$ cat src/rtl/axis_window_crop.sv
// Crops an AXI4-Stream frame to a window and forwards inside pixels with regenerated SOF/EOL, 1-cycle latency; tready = ~m_tvalid | m_tready.
// Define AXIS_WINDOW_CROP_DBG_EN to add the frame/line debug counters.
module axis_window_crop #(
    parameter int C_PIXEL_WIDTH = 8,
    parameter int C_WBITS       = 12,
    parameter int C_HBITS       = 12
) (
    input  logic                     clk,
    input  logic                     resetn,
    input  logic [C_WBITS-1:0]       left,
    input  logic [C_WBITS-1:0]       width,
    input  logic [C_HBITS-1:0]       top,
    input  logic [C_HBITS-1:0]       height,
    input  logic                     s_axis_tvalid,
    input  logic [C_PIXEL_WIDTH-1:0] s_axis_tdata,
    input  logic                     s_axis_tuser,
    input  logic                     s_axis_tlast,
    output logic                     s_axis_tready,
    output logic                     m_axis_tvalid,
    output logic [C_PIXEL_WIDTH-1:0] m_axis_tdata,
    output logic                     m_axis_tuser,
    output logic                     m_axis_tlast,
    input  logic                     m_axis_tready
`ifdef AXIS_WINDOW_CROP_DBG_EN
    ,
    output logic [15:0]              dbg_frame_cnt,
    output logic [C_HBITS-1:0]       dbg_line_cnt
`endif
);

    localparam logic [C_WBITS-1:0] C_COL_ONE = {{(C_WBITS-1){1'b0}}, 1'b1};
    localparam logic [C_HBITS-1:0] C_ROW_ONE = {{(C_HBITS-1){1'b0}}, 1'b1};
    localparam logic [C_WBITS:0]   C_COLX_ONE = {{C_WBITS{1'b0}}, 1'b1};

    logic [C_WBITS-1:0] r_col, r_left, r_width;
    logic [C_HBITS-1:0] r_row, r_top, r_height;
    logic               r_in_frame;
    logic               r_sof_pending;

    logic               w_xfer, w_sof, w_active, w_emit, w_olast, w_sof_pend;
    logic [C_WBITS-1:0] w_col, w_l, w_w, w_col_inc;
    logic [C_HBITS-1:0] w_row, w_t, w_h, w_row_inc;
    logic [C_WBITS:0]   w_col_x, w_l_end;
    logic [C_HBITS:0]   w_row_x, w_t_end;
    logic               w_in_col, w_in_row;

    assign s_axis_tready = ~m_axis_tvalid | m_axis_tready;
    assign w_xfer        = s_axis_tvalid & s_axis_tready;
    assign w_sof         = s_axis_tuser;

    // A tuser beat uses the freshly presented window and sits at (0,0).
    assign w_l      = w_sof ? left   : r_left;
    assign w_w      = w_sof ? width  : r_width;
    assign w_t      = w_sof ? top    : r_top;
    assign w_h      = w_sof ? height : r_height;
    assign w_col    = w_sof ? '0 : r_col;
    assign w_row    = w_sof ? '0 : r_row;
    assign w_active = w_sof | r_in_frame;

    // One extra bit on the window end keeps left+width from wrapping.
    assign w_col_x  = {1'b0, w_col};
    assign w_row_x  = {1'b0, w_row};
    assign w_l_end  = {1'b0, w_l} + {1'b0, w_w};
    assign w_t_end  = {1'b0, w_t} + {1'b0, w_h};
    assign w_in_col = (w_col >= w_l) && (w_col_x < w_l_end);
    assign w_in_row = (w_row >= w_t) && (w_row_x < w_t_end);

    assign w_emit     = w_xfer & w_active & w_in_col & w_in_row;
    assign w_olast    = ((w_col_x + C_COLX_ONE) == w_l_end) | s_axis_tlast;
    assign w_sof_pend = w_sof | r_sof_pending;

    assign w_col_inc = (&w_col) ? w_col : w_col + C_COL_ONE;
    assign w_row_inc = (&w_row) ? w_row : w_row + C_ROW_ONE;

    always_ff @(posedge clk) begin
        if (!resetn) begin
            r_col         <= '0;
            r_row         <= '0;
            r_left        <= '0;
            r_width       <= '0;
            r_top         <= '0;
            r_height      <= '0;
            r_in_frame    <= 1'b0;
            r_sof_pending <= 1'b0;
            m_axis_tvalid <= 1'b0;
            m_axis_tdata  <= '0;
            m_axis_tuser  <= 1'b0;
            m_axis_tlast  <= 1'b0;
        end else begin
            if (w_xfer) begin
                if (w_sof) begin
                    r_left     <= left;
                    r_width    <= width;
                    r_top      <= top;
                    r_height   <= height;
                    r_in_frame <= 1'b1;
                end
                if (s_axis_tlast) begin
                    r_col <= '0;
                    r_row <= w_row_inc;
                end else begin
                    r_col <= w_col_inc;
                    r_row <= w_row;
                end
                r_sof_pending <= w_sof_pend & ~w_emit;
            end
            if (s_axis_tready) begin
                m_axis_tvalid <= w_emit;
                if (w_emit) begin
                    m_axis_tdata <= s_axis_tdata;
                    m_axis_tuser <= w_sof_pend;
                    m_axis_tlast <= w_olast;
                end
            end
        end
    end

`ifdef AXIS_WINDOW_CROP_DBG_EN
    logic w_emit_last;
    assign w_emit_last = w_emit & w_olast;

    always_ff @(posedge clk) begin
        if (!resetn) begin
            dbg_frame_cnt <= '0;
            dbg_line_cnt  <= '0;
        end else if (w_xfer && w_sof) begin
            dbg_frame_cnt <= dbg_frame_cnt + 16'd1;
            dbg_line_cnt  <= w_emit_last ? C_ROW_ONE : '0;
        end else if (w_emit_last) begin
            dbg_line_cnt  <= dbg_line_cnt + C_ROW_ONE;
        end
    end
`endif

endmodule

$ cat config.mk
export PLATFORM = sky130hd
export DESIGN_NAME = axis_window_crop
export DESIGN_NICKNAME = d
export VERILOG_FILES = /design/src/rtl/axis_window_crop.sv
export SDC_FILE = /design/constraint.sdc
export NUM_CORES = 1
export LEC_CHECK = 0
export CAP_MARGIN = 15
export CORE_ASPECT_RATIO = 2
export CORE_MARGIN = 2
export CORE_UTILIZATION = 57
export DETAILED_ROUTE_END_ITERATION = 10
export PLACE_DENSITY = 0.89
export RECOVER_POWER = 25
export SLEW_MARGIN = 25
export SYNTH_ARGS = -nofsm -noshare
export SYNTH_HDL_FRONTEND = slang
export SYNTH_SLANG_ARGS = --single-unit
export TNS_END_PERCENT = 100
$ cat constraint.sdc
create_clock -name clk -period 8 [get_ports clk]
set_input_delay 2.4 -clock clk [delete_from_list [all_inputs] [get_ports clk]]
set_output_delay 2.4 -clock clk [all_outputs]
set_load 0.1 [all_outputs]
; ---- Word level (Yosys, flattened, before mapping)
; Cells that the tools add are included.
[totals]
reg_bits = 85
in_bits = 62
elab_cells = 49
output_inout_bits = 12
[classes]
n_bitwise = 11
add_sub_neg = 5
order_cmp = 4
n_eq_ne = 1
mux = 10
n_reduce_logical = 6
[ops]
columns = operator, count
row1 = two-way mux 12 bit, 10
row2 = adder 12 x 12 -> 13 bit, 2
row3 = < comparator 12 x 13 -> 1 bit, 2
row4 = "adder 12 x 1 -> 12 bit, second input constant", 2
row5 = greater-or-equal comparator 12 bit, 2
row6 = AND reduction 12 bit, 2
row7 = "adder 12 x 1 -> 13 bit, second input constant", 1
row8 = == test 13 bit, 1
row9 = AND 1 bit, 5
row10 = bitwise OR 1 bit, 4
row11 = AND reduction 2 bit, 2
row12 = logical AND 1 bit, 2
row13 = inverter 1 bit, 2

; ---- Logic depth before layout (Yosys ltp)
[logic_depth]
word_depth = 8
depth_mapped = 24
ltp_nobuf = 20

; ---- Least setup slack after synthesis
; No wires, ideal clock.
[synth_timing]
path_type = input port to flip-flop
startpoint = input port s_axis_tuser
endpoint = register m_axis_tdata[1]
t_required_ps = 7872
path_buffers = 4
path_stages = 23
path_slack_ps = 981
arrival_time_ps = 6891
setup_time_ps = 128
cell_sequence = clkbuf_1 -> clkbuf_1 -> clkbuf_1 -> mux2_2 -> ha_1 -> fa_1 -> a21o_1 -> a211oi_2 -> nor2_2 -> nor4_4 -> nor3_1 -> xnor2_1 -> ha_1 -> a21oi_1 -> o21ai_1 -> a21oi_1 -> nor2b_1 -> o41ai_2 -> a311oi_2 -> nor3_4 -> buf_6 -> mux2i_1 -> nor2_1
[synth_between]
word_cells_on_any_way = 19
classes_between = 2 x add/sub / 4 x order compare / 6 x mux / 4 x bitwise / 3 x reduce/logical
[synth_lines]
columns = element, line_no
row1 = start: declaration, 16  ; input logic s_axis_tuser,
row2 = two-way mux 12 bit, -
row3 = named net w_h[0], 42  ; logic [C_HBITS-1:0] w_row, w_t, w_h, w_row_inc;
row4 = adder 12 x 12 -> 13 bit, 64  ; assign w_t_end = {1'b0, w_t} + {1'b0, w_h};
row5 = < comparator 12 x 13 -> 1 bit, 66  ; assign w_in_row = (w_row >= w_t) && (w_row_x < w_t_end);
row6 = logical AND 1 bit, 66
row7 = AND 1 bit, 68  ; assign w_emit = w_xfer & w_active & w_in_col & w_in_row;
row8 = AND reduction 2 bit (no line), -
row9 = end signal: assignment, 110  ; m_axis_tdata <= s_axis_tdata;
row10 = end: declaration, 20  ; output logic [C_PIXEL_WIDTH-1:0] m_axis_tdata,
; The timed path passes the listed nets, and every way through them passes these cells.
; A chain may end at the register's enable or synchronous reset.

; ---- Worst setup path after layout
[layout_timing]
startpoint = input port s_axis_tuser
endpoint = register m_axis_tlast
[layout_between]
word_cells_on_any_way = 22
classes_between = 3 x add/sub / 4 x order compare / 1 x eq/ne / 6 x mux / 5 x bitwise / 3 x reduce/logical
[layout_lines]
columns = element, line_no
row1 = two-way mux 12 bit *, -
row2 = named net w_t[0], 42
row3 = adder 12 x 12 -> 13 bit, 64
row4 = < comparator 12 x 13 -> 1 bit, 66
row5 = logical AND 1 bit *, 66
row6 = AND 1 bit *, 68
row7 = AND reduction 2 bit (no line) *, -
row8 = end signal: assignment, 112  ; m_axis_tlast <= w_olast;
row9 = end: declaration, 22  ; output logic m_axis_tlast,
; Mark *: on every way through the listed nets, which the timed path passes. The rest lies on a longest branch.

==> flow_summary.yaml <==
outcome:
  status: "finished with violations"
  violations: "max-capacitance violations, max-slew violations"
timing:
  final_period_minus_worst_setup_slack_ns: 6.845
  rsz0062_at_grt: "false"
  timing.final.hold_violations: 0
  max_clock_skew_ns: 0.007714
  drv_slew: 42
  timing.max_slew.rel_slack: -0.3569
  final.setup.tns_ns: 0
  clock.fmax_mhz: 146.1
  worst_slack_ns: 1.155
  worst_max_slew_pin_slew_ns: 2.034
  layout_worst_path_cycle_share: 0.8557
  setup_viol_count_final: 0
clocking:
  cts_buffer_depth: 2
  cts_tree: "yes"
  post_cts_resize_count: 0
  numCtsBuffers: 9
  post_cts_hold_buffer_count: 0
  worstSkewPairLatency_ns: 0.35
  cts.reportedPaths.clkPinSlew_ns: 0.06
  postCtsSetupBuffers: 0
  htree_levels: 3
  clock_tree.root_cell: "sky130_fd_sc_hd__clkbuf_16"
  total_clock_sinks: 85
grt:
  grt_pass1_wl_mm: 27.97
  grt_antenna_before_repair: 0
  grt_pass1_vias: 6025
  grt_use_total: 0.2979
  overflow: 0
  grt_max_degree: 83
detailed_routing:
  postRouteAntennaNets: 0
  dr_wl_met3_um: 665
  detail_route.first_pass.iterations: 5
  avgViaCountPerCell: 6.116
  drc_errors: 0
  routed_length_on_met1_mm: 5.851
  maxUsedRoutingLayer: "met4"
  wire_per_inst_um: 18.45
  drt_wl_total_mm: 17.59
  met2_wl_mm: 9.775
  initialDrtViolationCount: 401
  number_of_vias_in_the_routed_layout: 5829
worst_setup_path:
  critical_path_cell_list: "buf_4 -> mux2_2 -> ha_1 -> fa_1 -> a21o_1 -> a211oi_2 -> nor2_2 -> nor4_4 -> nor3_1 -> xnor2_1 -> ha_1 -> a21oi_1 -> o21ai_1 -> a21oi_1 -> nor2b_1 -> o41ai_2 -> a311oi_2 -> nor3_4 -> mux2i_1 -> o22ai_1"
  timing.critical_path.slowest_stage_cell: "sky130_fd_sc_hd__nor3_4"
  flop2flop_setup_slack_ns: 3.38
  cp_top_family: "compound AO/OA/AOI/OAI gates"
  worstReg2RegStart: "r_top[0]$_SDFFE_PN0P_"
  timing.setup.critical_path_class: "input port to register"
  cp_data_required_time_ns: 8.20
  worst_path_largest_cell_delay_ns: 0.67
  crit_path_start_kind: "input port"
  critPathArrivalTime_ns: 7.04
  endpoint_kind: "register"
  r2r_cells: 19
  count_of_buffer_and_inverter_cells_on_the_critical_path: 1
  worstReg2RegEnd: "m_axis_tlast$_SDFFE_PN0P_"
  largest_fanout_on_the_critical_path: 27
  cp.depth: 20
power:
  ir_worst_vdd_v: 0.0001292
  p_switching_uw: 370.3
  clkPwrFrac: 0.385
  switching_share: 0.3025
  p_seq_frac: 0.366
  p_comb_frac: 0.249
  areal_power_density_over_the_cells_nw_per_um2: 166.1
  leakage_uw: 0.003149
  cell_internal_pwr_uw: 853.8
logic_synthesis:
  synth_edf_count: 0
  synth_seq_cells: 85
  ys.warnings.count: 0
  postSynth.topFlopCell: "sky130_fd_sc_hd__dfxtp_1"
  postSynthAreaPerCell_um2: 8.273
  synth.cell_area_um2: 6246
  post_synthesis_cell_count: 755
  async_reset_ff_frac: 0
  seq_area_frac_synth: 0.2724
  number_of_library_cell_types_mapped_by_synthesis: 61
  syn_nets: 892
cells_and_area:
  layout_common_cells: "sky130_fd_sc_hd__dfxtp_1 (85), sky130_fd_sc_hd__nand2_1 (84), sky130_fd_sc_hd__ha_1 (73)"
  num_antenna_cells: 0
  final_nets: 946
  layout.filler_cells: 828
  drive_above_1_share: 0.07749
  flow.area_growth_from_synthesis_pct: 17.97
  layout.cells.non_filler: 953
  area_of_the_multi_input_gates_um2: 4267
  final-seq-area_um2: 1702
  mostFrequentLayoutCell: "sky130_fd_sc_hd__dfxtp_1"
place:
  gp_congestion: 0.9327
  place.port_buffers: 73
  pre_cts_slack_ns: 0.9021
  placedCellCount: 938
  place_hpwl_mm: 12.51
min_path:
  hold-path-cell-count: 2
  worstHoldStart: "r_width[7]$_SDFFE_PN0P_"
  hold_end: "r_width[7]$_SDFFE_PN0P_"
  worst_min_delay_path_class: "register to register"
floorplan:
  floorplan.rows: 54
  boundaryPins: 74
  start_util: 0.5778
  die-height_um: 152.0
  fp.dieW_um: 78.02
  dieArea_um2: 11860
  core_area_um2: 10810
job:
  drv_cap: 1
==> cells by family after synthesis <==
kind of cell | after synthesis | share of synthesized area
flip-flops | 85 | 0.2724
multiplexers | 57 | 0.09655
AND/OR/NAND/NOR | 244 | 0.1851
adder cells (fa/ha/maj) | 75 | 0.1526
buffers and inverters | 71 | 0.04447
AO/OA/AOI/OAI | 180 | 0.1885
XOR/XNOR | 43 | 0.06030
==> tightest hold or removal path: stages, from the launching register on <==
cell,delay [ns]
sky130_fd_sc_hd__dfxtp_1,0.31
sky130_fd_sc_hd__nand2_1,0.05
sky130_fd_sc_hd__a21oi_1,0.05
==> cell usage after synthesis (10+ instances only) <==
| cell | instances | share of area |
|---|---|---|
| sky130_fd_sc_hd__nor2b_1 | 24 | 0.024 |
| sky130_fd_sc_hd__inv_1 | 36 | 0.022 |
| sky130_fd_sc_hd__clkbuf_1 | 27 | 0.016 |
| sky130_fd_sc_hd__a21oi_1 | 68 | 0.054 |
| sky130_fd_sc_hd__ha_1 | 73 | 0.15 |
| sky130_fd_sc_hd__o21ai_0 | 26 | 0.021 |
| sky130_fd_sc_hd__nand3_1 | 13 | 0.010 |
| sky130_fd_sc_hd__dfxtp_1 | 85 | 0.27 |
| sky130_fd_sc_hd__nand2_1 | 84 | 0.050 |
| sky130_fd_sc_hd__xor2_1 | 21 | 0.029 |
| sky130_fd_sc_hd__mux2_2 | 26 | 0.047 |
| sky130_fd_sc_hd__mux2i_1 | 31 | 0.050 |
| sky130_fd_sc_hd__xnor2_1 | 22 | 0.031 |
| sky130_fd_sc_hd__a211oi_1 | 34 | 0.041 |
| sky130_fd_sc_hd__a21o_1 | 10 | 0.012 |
| sky130_fd_sc_hd__nor2_1 | 72 | 0.043 |
==> metal layers <==
layer	up-vias	track usage
li1	2788	-
met1	2760	0.2753
met2	190	0.5686
met3	91	0.03860
met4	0	0.2197
met5	-	0
==> sequential cells by signal, summed over array words and instances (netlist names) <==
register / count
m_axis_tdata: 8
m_axis_tlast: 1
m_axis_tuser: 1
m_axis_tvalid: 1
r_col: 12
r_height: 12
r_in_frame: 1
r_left: 12
r_row: 12
r_sof_pending: 1
r_top: 12
r_width: 12
==> final cells by class <==
cell class | instances | area share
Multi-Input combinational cell | 599 | 0.5790
Inverter | 36 | 0.01834
Clock buffer | 10 | 0.03243
Timing Repair Buffer | 78 | 0.1039
Tap cell | 140 | 0.02377
Sequential cell | 85 | 0.2309
Clock inverter | 5 | 0.01155
==> how the worst max path moves through the flow <==
stage	start	slack, ns	to
2_1_floorplan	s_axis_tuser	0.98	m_axis_tdata[1]$_SDFFE_PN0P_
3_3_place_gp	s_axis_tuser	0.99	m_axis_tlast$_SDFFE_PN0P_
3_5_place_dp	s_axis_tuser	0.90	m_axis_tlast$_SDFFE_PN0P_
4_1_cts	s_axis_tuser	1.21	m_axis_tlast$_SDFFE_PN0P_
5_1_grt	s_axis_tuser	0.91	m_axis_tlast$_SDFFE_PN0P_
6_report	s_axis_tuser	1.15	m_axis_tlast$_SDFFE_PN0P_
==> through the flow <==
stage                 util  total power (uW)  hold WS [ns]  cell area [um^2]
CTS                 0.6817              1218        0.4562              7370
floorplan                -             660.4        0.4338              6246
finish              0.6816              1224        0.4553              7368
detailed placement  0.6517             750.5        0.4474              7046
global route        0.6816              1265        0.4774              7368
global placement    0.6517             740.8        0.4396              7046
==> power groups by stage <==
stage               logic, uW  registers [uW]  clock network, uW
finish                    305             447                472
global route              332             449                484
CTS                       299             447                471
detailed placement        294             457                  0
global placement          285             455                  0
floorplan                 206             454                  0
Power figures use the tool's default switching activity.
